### src/rtl/global_types.sv
`default_nettype none
// ============================================================================
//  Module      : global_types (package)
//  Description : Types and constants shared by the fetch buffer and its FIFO.
//  Revision    : 1.0 - initial release
// ============================================================================
package global_types;

    typedef logic [31:0] logic32;

    // One queued fetch result: the instruction word and the address after it
    typedef struct packed {
        logic32 instruction;
        logic32 pc_plus4;
    } fetch_entry_t;

    // Default first fetch address after reset
    localparam logic32 DEFAULT_RESET_PC = 32'h0000_0000;

endpackage
`default_nettype wire

### src/rtl/fetch_fifo.sv
`default_nettype none
// ============================================================================
//  Module      : fetch_fifo
//  Description : Synchronous FIFO of fetch entries with push, pop, flush,
//                entry count and head read without pop. Flush wins over push
//                and pop. The caller guarantees no push while full.
//  Revision    : 1.0 - initial release
// ============================================================================
module fetch_fifo
    import global_types::*;
#(
    parameter int DEPTH = 4
) (
    input  logic                   clk_i,
    input  logic                   reset_ni,
    input  logic                   flush_i,
    input  logic                   push_i,
    input  fetch_entry_t           data_i,
    input  logic                   pop_i,
    output fetch_entry_t           head_o,
    output logic [$clog2(DEPTH):0] count_o
);

    localparam int AW = $clog2(DEPTH);
    localparam int CW = AW + 1;

    fetch_entry_t    mem_q [DEPTH];
    logic [AW-1:0]   rd_ptr_q, rd_ptr_d;
    logic [AW-1:0]   wr_ptr_q, wr_ptr_d;
    logic [CW-1:0]   count_q,  count_d;
    logic            w_push, w_pop;

    assign w_push = push_i && !flush_i;
    assign w_pop  = pop_i && !flush_i && (count_q != '0);

    // Pointer and count update; pointers wrap naturally (DEPTH is a power of two)
    always_comb begin
        rd_ptr_d = rd_ptr_q;
        wr_ptr_d = wr_ptr_q;
        count_d  = count_q;
        if (flush_i) begin
            rd_ptr_d = '0;
            wr_ptr_d = '0;
            count_d  = '0;
        end else begin
            if (w_push) wr_ptr_d = wr_ptr_q + AW'(1);
            if (w_pop)  rd_ptr_d = rd_ptr_q + AW'(1);
            count_d = count_q + CW'(w_push) - CW'(w_pop);
        end
    end

    // Control state register
    always_ff @(posedge clk_i) begin
        if (!reset_ni) begin
            rd_ptr_q <= '0;
            wr_ptr_q <= '0;
            count_q  <= '0;
        end else begin
            rd_ptr_q <= rd_ptr_d;
            wr_ptr_q <= wr_ptr_d;
            count_q  <= count_d;
        end
    end

    // Storage write; contents need no reset since count gates visibility
    always_ff @(posedge clk_i) begin
        if (reset_ni && w_push) mem_q[wr_ptr_q] <= data_i;
    end

    assign head_o  = mem_q[rd_ptr_q];
    assign count_o = count_q;

endmodule
`default_nettype wire

### src/rtl/fetch_buffer.sv
`default_nettype none
// ============================================================================
//  Module      : fetch_buffer
//  Description : Instruction prefetch stage. Issues sequential fetches under a
//                credit limit, queues in-order memory responses and presents
//                them to decode with a valid/ready handshake. Redirects flush
//                the queue and drop responses still in flight.
//                Optional macro FETCH_BUF_BYPASS_EN: a response arriving into
//                an empty queue is presented to decode in the same cycle.
//  Revision    : 1.0 - initial release
// ============================================================================
module fetch_buffer
    import global_types::*;
#(
    parameter int          DEPTH    = 4,
    parameter logic [31:0] RESET_PC = DEFAULT_RESET_PC
) (
    input  logic                   clk,
    input  logic                   reset_n,
    output logic                   imem_req,
    output logic [31:0]            imem_addr,
    input  logic                   imem_valid,
    input  logic [31:0]            imem_rdata,
    input  logic                   redirect,
    input  logic [31:0]            redirect_pc,
    input  logic                   d_ready,
    output logic                   f_valid,
    output logic [31:0]            f_instruction,
    output logic [31:0]            f_pc_plus4,
    output logic [$clog2(DEPTH):0] occupancy
);

    localparam int            CW           = $clog2(DEPTH) + 1;
    localparam logic [CW:0]   c_credit_max = (CW + 1)'(DEPTH);

    logic [31:0]    pc_q, pc_d;
    logic [31:0]    resp_pc_q, resp_pc_d;
    logic [CW-1:0]  inflight_q, inflight_d;
    logic [CW-1:0]  discard_q, discard_d;

    fetch_entry_t   w_head, w_resp_entry, w_front;
    logic [CW-1:0]  w_count;
    logic [CW:0]    w_credit_sum;
    logic           w_issue, w_resp, w_drop, w_keep;
    logic           w_push, w_pop, w_fifo_nonempty;

    // Credit uses registered state only, so a pop this cycle frees nothing yet
    assign w_credit_sum    = {1'b0, w_count} + {1'b0, inflight_q};
    assign w_issue         = reset_n && !redirect && (w_credit_sum < c_credit_max);

    // A response with nothing outstanding is a protocol error and is ignored
    assign w_resp          = reset_n && imem_valid && (inflight_q != '0);
    assign w_drop          = w_resp && (redirect || (discard_q != '0));
    assign w_keep          = w_resp && !w_drop;
    assign w_fifo_nonempty = (w_count != '0);
    assign w_resp_entry    = '{instruction: imem_rdata, pc_plus4: resp_pc_q + 32'd4};
    assign w_pop           = reset_n && !redirect && w_fifo_nonempty && d_ready;

`ifdef FETCH_BUF_BYPASS_EN
    logic w_bypass;
    // A kept response into an empty queue goes straight to decode; stored only if not taken
    assign w_bypass = w_keep && !w_fifo_nonempty;
    assign w_push   = w_keep && !(w_bypass && d_ready);
    assign f_valid  = reset_n && !redirect && (w_fifo_nonempty || w_bypass);
    assign w_front  = w_fifo_nonempty ? w_head : w_resp_entry;
`else
    assign w_push   = w_keep;
    assign f_valid  = reset_n && !redirect && w_fifo_nonempty;
    assign w_front  = w_head;
`endif

    fetch_fifo #(
        .DEPTH (DEPTH)
    ) u_fifo (
        .clk_i    (clk),
        .reset_ni (reset_n),
        .flush_i  (redirect),
        .push_i   (w_push),
        .data_i   (w_resp_entry),
        .pop_i    (w_pop),
        .head_o   (w_head),
        .count_o  (w_count)
    );

    assign imem_req      = w_issue;
    assign imem_addr     = reset_n ? pc_q : RESET_PC;
    assign f_instruction = reset_n ? w_front.instruction : '0;
    assign f_pc_plus4    = reset_n ? w_front.pc_plus4 : '0;
    assign occupancy     = reset_n ? w_count : '0;

    // Next-state for PCs, outstanding-request count and discard count
    always_comb begin
        pc_d       = pc_q;
        resp_pc_d  = resp_pc_q;
        inflight_d = inflight_q + CW'(w_issue) - CW'(w_resp);
        discard_d  = discard_q;
        if (redirect) begin
            // Everything outstanding except a response landing now is stale
            pc_d      = redirect_pc;
            resp_pc_d = redirect_pc;
            discard_d = inflight_q - CW'(w_resp);
        end else begin
            if (w_issue) pc_d = pc_q + 32'd4;
            if (w_keep)  resp_pc_d = resp_pc_q + 32'd4;
            if (w_resp && (discard_q != '0)) discard_d = discard_q - CW'(1);
        end
    end

    // State register with synchronous active-low reset
    always_ff @(posedge clk) begin
        if (!reset_n) begin
            pc_q       <= RESET_PC;
            resp_pc_q  <= RESET_PC;
            inflight_q <= '0;
            discard_q  <= '0;
        end else begin
            pc_q       <= pc_d;
            resp_pc_q  <= resp_pc_d;
            inflight_q <= inflight_d;
            discard_q  <= discard_d;
        end
    end

    a_no_orphan_resp: assert property (@(posedge clk) disable iff (!reset_n)
        !(imem_valid && (inflight_q == '0)));
    a_credit_cap: assert property (@(posedge clk) disable iff (!reset_n)
        w_credit_sum <= c_credit_max);
    a_discard_cap: assert property (@(posedge clk) disable iff (!reset_n)
        discard_q <= inflight_q);

endmodule
`default_nettype wire

### config.mk
export PLATFORM = sky130hd
export DESIGN_NAME = fetch_buffer
export DESIGN_NICKNAME = d
export VERILOG_FILES = /design/src/rtl/global_types.sv /design/src/rtl/fetch_fifo.sv /design/src/rtl/fetch_buffer.sv
export SDC_FILE = /design/constraint.sdc
export NUM_CORES = 1
export LEC_CHECK = 0
export ABC_AREA = 1
export CAP_MARGIN = 20
export CELL_PAD_IN_SITES_DETAIL_PLACEMENT = 1
export CELL_PAD_IN_SITES_GLOBAL_PLACEMENT = 1
export CORE_ASPECT_RATIO = 2
export CORE_UTILIZATION = 47
export CTS_CLUSTER_SIZE = 30
export DETAILED_ROUTE_END_ITERATION = 8
export GPL_ROUTABILITY_DRIVEN = 0
export PLACE_DENSITY = 0.82
export SYNTH_ARGS = -nofsm -noshare
export SYNTH_HDL_FRONTEND = slang
export SYNTH_HIERARCHICAL = 1
export SYNTH_SLANG_ARGS = --single-unit
### constraint.sdc
create_clock -name clk -period 10.4 [get_ports clk]
set_input_delay 2.08 -clock clk [delete_from_list [all_inputs] [get_ports clk]]
set_output_delay 2.08 -clock clk [all_outputs]
set_load 0.005 [all_outputs]
# --- Yosys cells after proc, flatten, opt, wreduce, memory -nomap -nowiden ---
# Memory sizes are Yosys's and may differ from the RTL's. A register that Yosys moved wholly into a read port is not among the register bits.
# Index checks and enable logic that the tools add are counted.
op_classes:
  add_sub_neg: 11
  n_lt_le_gt_ge: 1
  muxes: 14
  bitwise_logic: 1
  n_reduce_logical: 23
op_table:
  columns: ["cell", "n"]
  rows:
  - ["two-way mux 32 bit", 7]
  - ["adder 32 x 3 -> 32 bit (second input constant)", 2]
  - ["logical AND 1 bit", 13]
  - ["two-way mux 3 bit", 3]
  - ["nonzero test 3 bit", 3]
  - ["subtractor 3 x 1 -> 3 bit", 3]
  - ["adder 3 x 1 -> 3 bit", 2]
  - ["nonzero test 2 bit", 3]
  - ["adder 2 x 1 -> 2 bit (second input constant)", 2]
  - ["adder 3 x 3 -> 4 bit", 1]
  - ["< comparator 4 x 3 -> 1 bit (second input constant)", 1]
  - ["two-way mux 2 bit", 2]
  - ["subtractor 3 x 1 -> 3 bit (second input constant)", 1]
  - ["zero test 1 bit", 2]
  - ["two-way mux 1 bit", 2]
  - ["OR reduction 2 bit", 1]
  - ["logical OR 1 bit", 1]
  - ["NOT 1 bit", 1]
word_totals:
  reg_bits: 77
  ramBits: 256
  in_bits: 69
  elab_cells: 58
  n_memories: 1
memory_table:
  columns: ["name", "words", "width", "rd", "rd_clocked_by_memory_dff", "write_ports", "line", "source"]
  rows:
  - ["u_fifo.mem_q", 4, 64, 1, 1, 1, "fetch_fifo.sv:27", "fetch_entry_t mem_q [DEPTH];"]

# --- Depth between registers and ports, before layout ---
# Gate-level depths: netlist of run 1.
logic_depth:
  word_depth: 9
  depth_mapped: 15
  depth_no_buf: 14

# --- Modules after synthesis ---
# Netlist of run 1, hierarchy kept.
by_module_without_submodules:
  columns: ["mod", "n_inst", "cells_per_inst", "area_per_inst_um2", "seq_area_each_um2"]
  rows:
  - ["fetch_fifo", 1, 682, 9969.6, 7867.5]
  - ["fetch_buffer", 1, 1012, 5776.8, 1401.3]

# --- Worst setup path before layout of run 1 ---
# OpenSTA, ideal clock, no wires.
synth_timing:
  path_type: "input to register"
  start: "input port reset_n"
  end: "memory u_fifo/mem_q[0][0] (netlist bit), enable pin"
  setup_time_ns: 0.486
  t_arrival_ns: 5.541
  setup_slack_ns: 4.373
  path_stages: 8
  n_path_buf: 2
  cell_sequence: "buf_4 nand2_1 inv_1 nand4_4 inv_1 buf_4 nand2_1 nor2_1"
synth_via:
  elab_chain_len: 9
synth_lines:
  columns: ["element", "line", "source"]
  rows:
  - ["start, declared", "fetch_buffer.sv:19", "input logic reset_n,"]
  - ["logical AND 1 bit (*) (2 in a row)", "fetch_buffer.sv:52", "assign w_resp = reset_n && imem_valid && (inflight_q != '0);"]
  - ["logical AND 1 bit", "fetch_buffer.sv:53", "assign w_drop = w_resp && (redirect || (discard_q != '0));"]
  - ["zero test 1 bit", "fetch_buffer.sv:54", "assign w_keep = w_resp && !w_drop;"]
  - ["logical AND 1 bit (*)", "fetch_buffer.sv:54", null]
  - ["via w_keep", "fetch_buffer.sv:44", "logic w_issue, w_resp, w_drop, w_keep;"]
  - ["logical AND 1 bit (*)", "fetch_fifo.sv:33", "assign w_push = push_i && !flush_i;"]
  - ["logical AND 1 bit (*)", "fetch_fifo.sv:67", "if (reset_ni && w_push) mem_q[wr_ptr_q] <= data_i;"]
  - ["two-way mux 1 bit (*)", "fetch_fifo.sv:67", null]
  - ["two-way mux 1 bit (implied by the code) (*)", "fetch_fifo.sv:67", null]
  - ["end, declared", "fetch_fifo.sv:27", null]
# The timed path passes the listed nets; every way through them passes the cells marked *.

# --- Worst setup path after layout of run 1 ---
layout_timing:
  start: "input port redirect"
  end: "output port imem_req"
layout_via:
  elab_chain_len: 3
layout_lines:
  columns: ["element", "line", "source"]
  rows:
  - ["start, declared", "fetch_buffer.sv:24", "input logic redirect,"]
  - ["zero test 1 bit", "fetch_buffer.sv:49", "assign w_issue = reset_n && !redirect && (w_credit_sum < c_credit_max);"]
  - ["logical AND 1 bit (2 in a row)", "fetch_buffer.sv:49", null]
  - ["end, declared", "fetch_buffer.sv:20", "output logic imem_req,"]
# No other way between the ends.

==> results of run 1 <==
-- metrics by stage --
stage | power (uW) | setup slack, ns | cells | hold WS, ns
2_1_floorplan | 1660 | 4.37 | 1694 | 0.439
3_5_place_dp | 1770 | 3.88 | 2226 | 0.468
4_1_cts | 2910 | 3.88 | 2279 | 0.477
5_1_grt | 2980 | 3.82 | 2279 | 0.504
3_3_place_gp | 1760 | 3.95 | 2226 | 0.448
6_report | 2890 | 3.92 | 2279 | 0.472
-- how the worst max path moves through the flow --
stage / start / end / slack, ns / cells past startpoint
final: redirect / imem_req / 3.92 / 8
after floorplan: reset_n / u_fifo/mem_q[0][0] / 4.37 / 8
after global placement: redirect / imem_req / 3.95 / 8
after CTS: redirect / imem_req / 3.88 / 8
after detailed placement: redirect / imem_req / 3.88 / 8
after global routing: redirect / imem_req / 3.82 / 8
-- logic make-up (layout without fill, tap and decap cells) --
family | Yosys count | in the layout | share of synthesized area
AO/OA/AOI/OAI | 318 | 318 | 0.110
flip-flops | 335 | 335 | 0.589
buffers and inverters | 287 | 440 | 0.0792
XOR/XNOR | 28 | 28 | 0.0180
AND/OR/NAND/NOR | 708 | 708 | 0.189
adder cells (fa/ha/maj) | 18 | 18 | 0.0153
-- power by group --
group          total, uW  switching [uW]  internal, uW
registers           1500            32.7          1470
clock network       1140             484           660
logic                239             139           100
total               2890             656          2230
-- cell type report --
| type | count | share of cell area |
|---|---|---|
| multi-input cells | 1072 | 0.282 |
| flip-flops and latches | 335 | 0.498 |
| well taps | 432 | 0.0290 |
| clock buffers | 39 | 0.0426 |
| clock inverters | 14 | 0.0111 |
| inverters | 206 | 0.0418 |
| repair buffers | 181 | 0.0955 |
-- placed cells by master (no fill, tap or decap), drive strengths merged, types with 13 or more instances in the layout --
| cell type | netlist | routed |
|---|---|---|
| nand2 | 383 | 383 |
| edfxtp | 256 | 256 |
| o21ai | 174 | 174 |
| clkbuf | 41 | 39 |
| o22ai | 64 | 64 |
| clkdlybuf4s50 | 0 | 168 |
| buf | 40 | 13 |
| a21oi | 52 | 52 |
| inv | 205 | 205 |
| xor2 | 17 | 17 |
| nor2 | 241 | 241 |
| nand3 | 64 | 64 |
| a21boi | 14 | 14 |
| ha | 16 | 16 |
| dfxtp | 79 | 79 |
-- critical path, stage by stage --
cell	delay, ns
clkdlybuf4s50_1	0.41
buf_4	0.27
inv_4	0.50
nand2_2	0.15
nor2_2	0.14
nand3_2	0.20
inv_2	0.13
clkdlybuf4s50_1	0.50
-- registers in the layout, indices dropped and copies added (netlist names), named ones only --
| register | flops |
|---|---|
| resp_pc_q | 32 |
| discard_q | 3 |
| pc_q | 32 |
| u_fifo/rd_ptr_q | 2 |
| inflight_q | 3 |
| u_fifo/mem_q | 256 |
| u_fifo/count_o | 3 |
| u_fifo/wr_ptr_q | 2 |
-- per-layer routing --
| metal | share of wire | track usage | wire length (um) |
|---|---|---|---|
| met4 | 0.044 | 0.124 | 1960 |
| met5 | 0 | 0 | 0 |
| met3 | 0.035 | 0.0264 | 1550 |
| met1 | 0.36 | 0.259 | 15800 |
| met2 | 0.56 | 0.520 | 24700 |
-- synthesized netlist by cell type, types with 7 or more instances --
cell	n	area, sq um
nand2_1	369	1390
edfxtp_1	256	7690
nor2_1	223	837
inv_1	202	758
o21ai_0	118	591
dfxtp_1	79	1580
o22ai_1	64	400
nand3_1	63	315
o21ai_1	56	280
a21oi_1	50	250
clkbuf_1	38	143
buf_2	18	90.1
ha_1	16	200
buf_6	15	169
a21boi_0	14	105
nand2_2	13	81.3
xor2_1	12	105
a31oi_1	11	68.8
xnor2_1	11	96.3
and2_1	9	56.3
nor2_4	9	101
buf_4	7	52.6
nor2_2	7	43.8
==> run_results.csv, run 1 <==
group,metric,value,unit
finish,stdcell_area,18600,sq um
critical_path,r2r-end,"u_fifo/mem_q[1][48]",
yosys,ys.flop_type,"edfxtp_1",
finish,multiInputGateArea,5260,sq um
power_and_ir_drop,ir_drop,127,uV
global_routing,antenna_found_initial,0,
finish,n_fill_cell,3776,
sta,fin_skew,0.0173,ns
finish,seqCellArea,9270,sq um
hold_path,min_path_cells,2,
critical_path,rr_startpoint,"discard_q[0]",
hold_path,hp-class,"flop to flop",
floorplan,rows,94,
floorplan,design.core.area,32900,sq um
yosys,syn_inst,1694,
global_routing,grt_pass1_vias,13200,
clocking,clockBufferDepth,3,
sta,drv_slew,0,
sta,fin_crit_sh,0.623,
critical_path,cp.required,8.32,ns
finish,num_antenna_cells,0,
yosys,syn-cell-area,15700,sq um
run,cap_viol_max_count,0,
sta,tns,0,ns
clocking,cts-htree-levels,1,
critical_path,arrival,4.40,ns
floorplan,die_area,34300,sq um
global_routing,grt_max_degree,101,
placed_design,portBuffers,169,
yosys,yosys_warnings,6,
critical_path,cp_max_fo,58,
finish,final_nets,1912,
placed_design,placed_cell_area,17600,sq um
clocking,clk_pin_slew,0.07,ns
drt,routed_via_density,5.42,
global_routing,grtUsageTotal,0.258,
global_routing,grt.overflow.total,0,
clocking,cts_setup_buffers,0,
drt,dr.pass1.iters,4,
yosys,ys_ff_latch,335,
clocking,root_buffer,"clkbuf_16",
power_and_ir_drop,power_leakage,0.00731,uW
sta,rsz0062_at_grt,"false",
drt,ant_nets,0,
clocking,cts_tree,"yes",
global_routing,grt_pass1_wl,69200,um
drt,wire_per_inst,19.3,um
hold_path,holdPathEnd,"discard_q[1]",
yosys,synthDistinctLibCells,41,
yosys,syn_nets,1781,
outcome,outcome,"finished, final reports clean",
drt,routed_wl,44100,um
floorplan,die_x,131,um
power_and_ir_drop,pwr_density_cell,155,nW/um^2
yosys,syn_area_per_cell,9.30,sq um
yosys,ys_seq_area_frac,0.589,
yosys,synthArstFlopShare,0,
sta,relSlewSlack,0.292,
floorplan,num_io_pins,170,
critical_path,cp-start-kind,"input port",
sta,period_needed,6.48,ns
floorplan,dieHeight,261,um
critical_path,crit_type,"input port to output pin",
clocking,cts.sinks,335,
yosys,synth-edff-count,256,
drt,drc,0,
finish,layout-drive-gt1-share,0.0596,
critical_path,r2r_cells,9,
clocking,clock_latency,0.56,ns
hold_path,hp-start,"discard_q[1]",
sta,tightestPinTransition,1.06,ns
finish,final_util,0.566,
drt,drtIter0Drc,706,
critical_path,r2r_slack,6.93,ns
drt,dr_total_vias,12300,
critical_path,end_kind,"output pin",
clocking,cts_resized,0,
floorplan,start_util,0.478,
placed_design,hpwl,29400,um
sta,final-hold-violation-count,0,
finish,syn2layout_area_growth,18.3,%
sta,setup-violations-final,0,
clocking,hold_buffers,0,
sta,max_freq,154,MHz
clocking,cts_buffers,29,
No activity file was read; power rests on OpenSTA's default activity.
==> inputs of run 2 (changes only) <==
Settings changed: CORE_UTILIZATION 47 to 40, PLACE_DENSITY 0.82 to 0.74.
Clock period 10.4 ns to 5.7 ns, I/O delays scaled along.
==> run 2 against run 1 <==
Effect of this change: worst hold slack worse by 0.0054 ns; first-iteration DRC count is 42% lower; global-route usage decreased by 4.3 points; worst setup slack worse by 2.7 ns; largest power group unchanged.
==> run_results.csv, run 2 (same netlist as run 1, synthesis figures left out) <==
group,metric,value,unit
critical_path,cp.required,4.56,ns
placed_design,portBuffers,169,
sta,tightestPinTransition,1.01,ns
sta,period_needed,4.44,ns
power_and_ir_drop,p_comb_frac,0.083,
clocking,clockBufferDepth,3,
sta,rsz0062_at_grt,"false",
clocking,cts_buffers,29,
finish,syn2layout_area_growth,19.7,%
critical_path,r2r_cells,13,
power_and_ir_drop,finalPower,5280,uW
placed_design,pre_cts_slack,1.52,ns
sta,tns,0,ns
placed_design,placed_cell_area,17800,sq um
clocking,cts_setup_buffers,0,
power_and_ir_drop,p_int,4040,uW
floorplan,dieHeight,283,um
global_routing,antenna_found_initial,0,
drt,drtIter0Drc,408,
sta,setup_slack,1.26,ns
power_and_ir_drop,p_seq_frac,0.519,
floorplan,die_area,40200,sq um
critical_path,critical_path_depth,7,
drt,ant_nets,0,
clocking,clk_pin_slew,0.07,ns
critical_path,arrival,3.30,ns
finish,final_common_cell,"nand2_1",
power_and_ir_drop,power_frac_clock,0.398,
global_routing,grt_pass1_vias,12800,
critical_path,cp_max_fo,96,
sta,drv_slew,0,
clocking,root_buffer,"clkbuf_16",
clocking,clock_latency,0.57,ns
power_and_ir_drop,pwr_density_cell,280,nW/um^2
sta,setup-violations-final,0,
sta,final-hold-violation-count,0,
drt,wire_per_inst,17.9,um
global_routing,grt_pass1_wl,67000,um
outcome,outcome,"finished, final reports clean",
sta,fin_crit_sh,0.779,
clocking,cts.sinks,335,
sta,max_freq,225,MHz
finish,final_nets,1917,
finish,layout-drive-gt1-share,0.0642,
floorplan,start_util,0.406,
critical_path,path_cells,"inv_4 > buf_4 > o21ai_1 > o22ai_1 > nand2_1 > inv_1 > clkdlybuf4s50_1",
sta,relSlewSlack,0.328,
critical_path,crit_path_top_delay_cell,"inv_4",
finish,final_util,0.486,
sta,fin_skew,0.0185,ns
clocking,cts-htree-levels,1,
finish,regMostFlops,"u_fifo/mem_q",
global_routing,grt.overflow.total,0,
floorplan,design.core.area,38800,sq um
clocking,cts_resized,0,
hold_path,min_path_cells,2,
clocking,cts_tree,"yes",
floorplan,die_x,142,um
power_and_ir_drop,ir_drop,241,uV
floorplan,rows,102,
drt,routed_wl,42500,um
drt,dr_total_vias,12000,
clocking,hold_buffers,0,
global_routing,grtUsageTotal,0.216,
run,cap_viol_max_count,0,
power_and_ir_drop,power_switching_share,0.235,
critical_path,cpLargestDelayFamily,"buffers and inverters",
hold_path,hp-class,"flop to flop",
drt,drc,0,
power_and_ir_drop,p_switching,1240,uW
critical_path,max_stage_delay,0.80,ns
power_and_ir_drop,power_leakage,0.00735,uW
finish,layout_common_cells,"nand2_1, edfxtp_1, nor2_1, inv_1, clkdlybuf4s50_1",
critical_path,path_buf_inv,4,
drt,routed_via_density,5.07,
floorplan,num_io_pins,170,
finish,stdcell_area,18900,sq um
critical_path,cp-start-kind,"flop",
finish,largestRegisters,"u_fifo/mem_q (256), pc_q (32), resp_pc_q (32)",
drt,dr.pass1.iters,4,
critical_path,crit_type,"flop to output pin",
placed_design,hpwl,28800,um
global_routing,grt_max_degree,97,
finish,largest_reg_flops,256,
finish,num_antenna_cells,0,
critical_path,end_kind,"output pin",
## run 2: cell count changes in the layout (fill, tap and decap cells not counted), sizes merged
cell,before,now
clkbuf,39,29
buf,13,18
inv,205,211
clkinv,7,12
## run 2: tightest hold or removal path, delay by kind of cell (launching register included)
family           cells  cell delay, ns
AND/OR/NAND/NOR      1            0.06
AO/OA/AOI/OAI        1            0.05
flip-flops           1            0.31
## run 2: through the flow
stage	std cells	hold slack [ns]
6_report	2373	0.467
5_1_grt	2373	0.482
4_1_cts	2373	0.470
3_5_place_dp	2319	0.460
3_3_place_gp	2319	0.449
2_1_floorplan	1694	0.439
## run 2: path summary, 6_finish.rpt
check / slack [ns] / from / to
max: 1.26 / flop / f_pc_plus4[24]
min: 0.47 / discard_q[1] / discard_q[1]
max reg2reg: 2.62 / discard_q[0] / u_fifo/count_o[1]
min reg2reg: 0.47 / discard_q[1] / discard_q[1]
## run 2: power by group through the flow
stage / registers (uW) / clock network (uW) / logic [uW]
floorplan: 2780 / 0 / 254
CTS: 2740 / 2160 / 448
global placement: 2790 / 0 / 426
finish: 2740 / 2100 / 439
detailed placement: 2800 / 0 / 444
global route: 2750 / 2230 / 492
## run 2: per-layer routing
layer,track usage,up-vias,share of wire
met4,0.0877,0,0.036
li1,-,5856,-
met1,0.224,5870,0.37
met2,0.433,222,0.57
met5,0,-,0
met3,0.0174,74,0.026
## run 2: cell type report
class / count / area [sq um]
well taps: 520 / 651
fillers: 4526 / 19900
clock buffers: 29 / 726
inverters: 206 / 778
clock inverters: 25 / 287
multi-input cells: 1072 / 5260
flip-flops and latches: 335 / 9270
repair buffers: 186 / 1880
